### src/rtl/reg_file_pkg.sv
// Shared constants and types for the reg_file_sb register file slice.
// Optional feature macro used by the top: RF_BYPASS_EN (same-cycle write forwarding).
package reg_file_pkg;

    localparam int RF_ADDR_W_DEF = 4;
    localparam int RF_WIDTH_DEF  = 32;
    localparam int RF_CNT_W      = 8;
    localparam logic [RF_CNT_W-1:0] RF_CNT_MAX = 8'hFF;

    typedef logic [RF_ADDR_W_DEF-1:0] rf_addr_t;

endpackage

### src/rtl/reg_file_scoreboard.sv
// Pending-write scoreboard: one bit per register, set when a load issues,
// cleared by any accepted write. A set in the same cycle as a clear wins,
// because it represents a newer load. With ZERO_R0 the R0 bit is held at 0.
module reg_file_scoreboard
    import reg_file_pkg::*;
#(
    parameter int ADDR_W  = RF_ADDR_W_DEF,
    parameter int ZERO_R0 = 0
) (
    input  logic                 clk,
    input  logic                 rst_n,
    input  logic                 clr_a_en,
    input  logic [ADDR_W-1:0]    clr_a_addr,
    input  logic                 clr_b_en,
    input  logic [ADDR_W-1:0]    clr_b_addr,
    input  logic                 set_en,
    input  logic [ADDR_W-1:0]    set_addr,
    output logic [2**ADDR_W-1:0] sb_vec
);

    logic [2**ADDR_W-1:0] sb_nxt;

    // Next scoreboard value: clears first, then the set, then R0 masking.
    always_comb begin
        sb_nxt = sb_vec;
        if (clr_a_en) sb_nxt[clr_a_addr] = 1'b0;
        if (clr_b_en) sb_nxt[clr_b_addr] = 1'b0;
        if (set_en)   sb_nxt[set_addr]   = 1'b1;
        if (ZERO_R0 != 0) sb_nxt[0] = 1'b0;
    end

    // Scoreboard register.
    always_ff @(posedge clk or negedge rst_n) begin
        if (!rst_n) sb_vec <= '0;
        else        sb_vec <= sb_nxt;
    end

endmodule

### src/rtl/reg_file_sb.sv
// Register file with two write ports (A has priority), NRD combinational read
// ports, pending-write scoreboard and a saturating write-collision counter.
// Optional macro RF_BYPASS_EN: reads forward data from writes accepted this cycle.
module reg_file_sb
    import reg_file_pkg::*;
#(
    parameter int ADDR_W  = RF_ADDR_W_DEF,
    parameter int WIDTH   = RF_WIDTH_DEF,
    parameter int NRD     = 2,
    parameter int ZERO_R0 = 0
) (
    input  logic                    clk,
    input  logic                    rst_n,
    input  logic [NRD*ADDR_W-1:0]   rd_addr,
    output logic [NRD*WIDTH-1:0]    rd_data,
    output logic [NRD-1:0]          rd_busy,
    input  logic                    wa_en,
    input  logic [ADDR_W-1:0]       wa_addr,
    input  logic [WIDTH-1:0]        wa_data,
    input  logic                    wb_en,
    input  logic [ADDR_W-1:0]       wb_addr,
    input  logic [WIDTH-1:0]        wb_data,
    input  logic                    sb_set,
    input  logic [ADDR_W-1:0]       sb_addr,
    output logic [2**ADDR_W-1:0]    sb_vec,
    output logic                    wr_conflict,
    output logic [RF_CNT_W-1:0]     conflict_cnt
);

    localparam int NREG = 2**ADDR_W;
    localparam bit Z0   = (ZERO_R0 != 0);

    logic [WIDTH-1:0] mem [NREG];
    logic collision;
    logic wb_acc;
    logic wa_wr;
    logic wb_wr;

    // Port A always wins a same-address collision; R0 writes are dropped when hardwired.
    always_comb begin
        collision = wa_en && wb_en && (wa_addr == wb_addr);
        wb_acc    = wb_en && !collision;
        wa_wr     = wa_en  && !(Z0 && (wa_addr == '0));
        wb_wr     = wb_acc && !(Z0 && (wb_addr == '0));
    end

    // Data array; accepted writes never target the same entry, so order is irrelevant.
    always_ff @(posedge clk or negedge rst_n) begin
        if (!rst_n) begin
            for (int i = 0; i < NREG; i++) mem[i] <= '0;
        end else begin
            if (wb_wr) mem[wb_addr] <= wb_data;
            if (wa_wr) mem[wa_addr] <= wa_data;
        end
    end

    // Collision pulse and saturating collision count (R0 collisions still count).
    always_ff @(posedge clk or negedge rst_n) begin
        if (!rst_n) begin
            wr_conflict  <= 1'b0;
            conflict_cnt <= '0;
        end else begin
            wr_conflict <= collision;
            if (collision && (conflict_cnt != RF_CNT_MAX))
                conflict_cnt <= conflict_cnt + RF_CNT_W'(1);
        end
    end

    reg_file_scoreboard #(
        .ADDR_W  (ADDR_W),
        .ZERO_R0 (ZERO_R0)
    ) u_sb (
        .clk        (clk),
        .rst_n      (rst_n),
        .clr_a_en   (wa_en),
        .clr_a_addr (wa_addr),
        .clr_b_en   (wb_acc),
        .clr_b_addr (wb_addr),
        .set_en     (sb_set),
        .set_addr   (sb_addr),
        .sb_vec     (sb_vec)
    );

    // Read muxes; with forwarding, a write accepted this cycle overrides the array (A over B)
    // and reports not-busy, since the scoreboard only reflects a same-cycle set after the edge.
    always_comb begin
        rd_data = '0;
        rd_busy = '0;
        for (int k = 0; k < NRD; k++) begin
            logic [ADDR_W-1:0] ra;
            ra = rd_addr[k*ADDR_W +: ADDR_W];
            rd_data[k*WIDTH +: WIDTH] = mem[ra];
            rd_busy[k]                = sb_vec[ra];
`ifdef RF_BYPASS_EN
            if (wb_wr && (wb_addr == ra)) begin
                rd_data[k*WIDTH +: WIDTH] = wb_data;
                rd_busy[k]                = 1'b0;
            end
            if (wa_wr && (wa_addr == ra)) begin
                rd_data[k*WIDTH +: WIDTH] = wa_data;
                rd_busy[k]                = 1'b0;
            end
`endif
            if (Z0 && (ra == '0)) begin
                rd_data[k*WIDTH +: WIDTH] = '0;
                rd_busy[k]                = 1'b0;
            end
        end
    end

endmodule

### config.mk
export PLATFORM = sky130hd
export DESIGN_NAME = reg_file_sb
export DESIGN_NICKNAME = d
export VERILOG_FILES = /design/src/rtl/reg_file_pkg.sv /design/src/rtl/reg_file_scoreboard.sv /design/src/rtl/reg_file_sb.sv
export SDC_FILE = /design/constraint.sdc
export NUM_CORES = 1
export LEC_CHECK = 0
export BUFFER_PORTS_ARGS = -buffer_cell sky130_fd_sc_hd__buf_2
export CAP_MARGIN = 20
export CORE_ASPECT_RATIO = 1.75
export CORE_MARGIN = 8
export CORE_UTILIZATION = 62
export DETAILED_ROUTE_END_ITERATION = 12
export GPL_ROUTABILITY_DRIVEN = 1
export PLACE_DENSITY_LB_ADDON = 0.25
export SYNTH_ARGS = -nofsm -noshare
export SYNTH_HDL_FRONTEND = slang
export SYNTH_SLANG_ARGS = --single-unit
### constraint.sdc
create_clock -name clk -period 3.3 [get_ports clk]
set_clock_uncertainty 0.1 [all_clocks]
set_input_delay 0.66 -clock clk [delete_from_list [all_inputs] [get_ports clk]]
set_output_delay 0.66 -clock clk [all_outputs]
set_load 0.05 [all_outputs]
==> impl_metrics.sql <==
INSERT INTO impl_metrics (metric_group, metric, value, unit) VALUES
('worst_setup_path', 'r2r_slack', '1.52', 'ns'),
('pwr', 'p_per_area', '653', 'nW/um^2'),
('clocking', 'post_cts_resize_count', '0', ''),
('worst_setup_path', 'crit_fanout', '12', ''),
('sta', 'final_min_period_over_clock_period', '98.7', '%'),
('global_routing', 'pin_count_of_the_biggest_net_entering_global_routing', '129', ''),
('worst_setup_path', 'crit_path_end_kind', 'primary output', ''),
('clocking', 'cts-buffers-inserted', '51', ''),
('sta', 'grt_setup_unrepaired', 'no', ''),
('finish', 'drive_gt1_share', '26.4', '%'),
('die', 'die_w', '190', 'um'),
('worst_setup_path', 'worst_ep_arrival_time', '2.50', 'ns'),
('outcome', 'outcome', 'complete, no violations', ''),
('logic_synthesis', 'syn_avg_cell_area', '10.9', 'um^2'),
('die', 'die_h', '320', 'um'),
('clocking', 'numClockSinks', '537', ''),
('pwr', 'seq_power_share', '40.9', '%'),
('pwr', 'switching_share', '34.5', '%'),
('logic_synthesis', 'yosysSeqAreaShare', '41.0', '%'),
('pwr', 'total_switching_power', '0.00818', 'W'),
('finish', 'layout_common_cells', 'dfrtp_1, nor2_1, a32oi_1, a21oi_1, mux4_2', ''),
('worst_setup_path', 'crit_path_cell_trace', 'buf_8, buf_12, buf_12, mux4_2, mux4_2, buf_2', ''),
('die', 'num_io_pins', '180', ''),
('drt', 'remaining_drc_errors', '0', ''),
('finish', 'layout.cell_area.non_filler', '36400', 'um^2'),
('die', 'die_area', '60800', 'um^2'),
('worst_hold_path', 'min_delay_worst_endpoint', 'mem[126]', ''),
('worst_setup_path', 'reg2regPathDepth', '5', ''),
('logic_synthesis', 'asyncSetResetFlopFracSynth', '100', '%'),
('global_routing', 'grt_overflow', '0', ''),
('placement', 'place_area', '34500', 'um^2'),
('logic_synthesis', 'count_of_warnings_emitted_by_yosys', '0', ''),
('worst_setup_path', 'cpPeakStageDelay', '0.53', 'ns'),
('placement', 'count_of_buffers_from_port_buffering', '179', ''),
('logic_synthesis', 'net_count_synth', '3111', ''),
('logic_synthesis', 'combinational_family_with_the_most_area_after_synthesis', 'multiplexers', ''),
('logic_synthesis', 'synth_enable_flop_cells', '0', ''),
('sta', 'worstMarginPinSlew', '1.07', 'ns'),
('worst_setup_path', 'top_cell_family_by_delay_on_the_critical_path', 'multiplexers', ''),
('clocking', 'cts-root-buf', 'clkbuf_16', ''),
('die', 'core_region_area', '52400', 'um^2'),
('die', 'row_count', '111', ''),
('pwr', 'power.share.clock', '27.6', '%'),
('clocking', 'clk_pin_slew_worst_paths', '0.07', 'ns'),
('worst_setup_path', 'crit-reg2reg-launch', 'conflict_cnt[2]', ''),
('logic_synthesis', 'synth.area.mux_share', '22.7', '%'),
('sta', 'number_of_endpoints_with_negative_hold_slack_in_the_final_report', '0', ''),
('logic_synthesis', 'synth.distinct_cells', '36', ''),
('global_routing', 'grt_first_pass_wirelength', '193', 'mm'),
('logic_synthesis', 'synth-main-ff-cell', 'dfrtp_1', ''),
('pwr', 'power_leakage', '14.3', 'nW'),
('clocking', 'cts.path.max_buffers', '3', ''),
('worst_hold_path', 'timing.hold.worst.start', 'wa_data[30]', ''),
('finish', 'nNetsFinal', '2998', ''),
('sta', 'totalNegativeSetupSlack', '0', 'ns'),
('drt', 'detail_route.wl_per_cell', '35.4', 'um'),
('finish', 'instances_no_fill', '3639', ''),
('finish', 'multi_input_gate_area_in_the_final_layout', '17600', 'um^2'),
('clocking', 'tritoncts', 'done', ''),
('finish', 'layout_commonest_cell', 'dfrtp_1', ''),
('pwr', 'internal_power_component', '0.0156', 'W'),
('pwr', 'combinationalPowerShare', '31.5', '%'),
('finish', 'n_fill_cell', '3744', ''),
('worst_setup_path', 'worstPathBufferInverterCount', '4', ''),
('sta', 'maxSlewViolCount', '0', ''),
('drt', 'finalWirelength', '129', 'mm'),
('worst_setup_path', 'r2r_end', 'conflict_cnt[3]', ''),
('logic_synthesis', 'ys_seq_elements', '537', ''),
('clocking', 'cts_max_level', '2', ''),
('placement', 'gpl.final_weighted_congestion', '0.930', ''),
('clocking', 'clk_latency', '0.59', 'ns');
==> sequential cells by signal, summed over array words and instances (netlist names) <==
register,flops
mem,512
wr_conflict,1
conflict_cnt,8
u_sb.sb_vec,16
==> kinds of logic (layout without fill, tap and decap cells) <==
group / after synthesis / in the layout
adders and majority gates: 1 / 1
buffers and inverters: 485 / 411
DFF: 537 / 537
other: 0 / 14
AOI/OAI and AO/OA: 1059 / 1059
muxes: 331 / 331
and+or+nand+nor: 600 / 600
xor gates and xnor gates: 8 / 8
==> area by class of cell <==
type,count,share of cell area (%)
repair buffers,317,7.34
clock buffers,68,3.91
flip-flops and latches,537,37.0
clock inverters,24,1.04
diodes,14,0.0964
multi-input cells,1999,48.3
well taps,678,2.33
inverters,2,0.0206
==> stage by stage <==
step	util (%)	setup WS, ns	total power [W]
finish	69.4	0.0416	0.0237
global route	69.4	0.00523	0.0245
CTS	69.4	0.0547	0.0236
detailed placement	65.9	0.0547	0.0171
global placement	65.9	0.0749	0.0167
floorplan	-	-0.00840	0.0149
==> power groups by stage <==
stage          Clock, W  Combinational, W  Sequential, W
3_5_place_dp          0           0.00740        0.00972
3_3_place_gp          0           0.00713        0.00957
5_1_grt         0.00678           0.00787        0.00986
6_report        0.00655           0.00748        0.00971
2_1_floorplan         0           0.00555        0.00937
4_1_cts         0.00655           0.00741        0.00963
==> how the worst max path moves through the flow <==
stage | start | endpoint | slack, ns
2_1_floorplan | rd_addr[4] | rd_data[32] | -0.008
3_3_place_gp | rd_addr[0] | rd_data[6] | 0.07
3_5_place_dp | rd_addr[0] | rd_data[6] | 0.05
4_1_cts | rd_addr[0] | rd_data[6] | 0.05
5_1_grt | rd_addr[0] | rd_data[6] | 0.005
6_report | rd_addr[0] | rd_data[29] | 0.04
==> cell usage after synthesis, types with 4 or more instances <==
master,number,area [um^2]
o21ai_1,7,35.0
mux4_2,330,7430
nor3b_1,4,30.0
nor2_1,535,2010
buf_1,66,248
and2_1,4,25.0
a32o_1,16,160
nand2_1,23,86.3
nand3_1,8,40.0
nor2b_1,7,43.8
nand2b_1,4,25.0
buf_4,33,248
buf_2,38,190
a32oi_1,512,4480
a21oi_1,512,2560
and3_1,4,25.0
dfrtp_1,537,13400
o21ai_4,10,163
clkbuf_1,345,1290
xor2_1,5,43.8
==> routing by layer <==
| metal | part of all wire, % | vias to the layer above | track usage (%) |
|---|---|---|---|
| li1 | - | 11655 | - |
| met1 | 30 | 14521 | 49.2 |
| met2 | 46 | 3130 | 64.0 |
| met3 | 15 | 930 | 12.3 |
| met4 | 9.4 | 4 | 34.1 |
| met5 | 0.021 | - | 0 |
==> worst reg2reg max path, delay by kind of cell (launching register included) <==
family                    cells  cell delay, ns
and+or+nand+nor               4            0.97
xor gates and xnor gates      1            0.17
DFF                           1            0.41
==> repair_timing <==
item / 4_1_cts / 5_1_grt
hold buffers: 1 / 0
hold endpoints to repair: 25 / 0
setup buffers: 0 / 0
(Power assumes the default switching activity.)
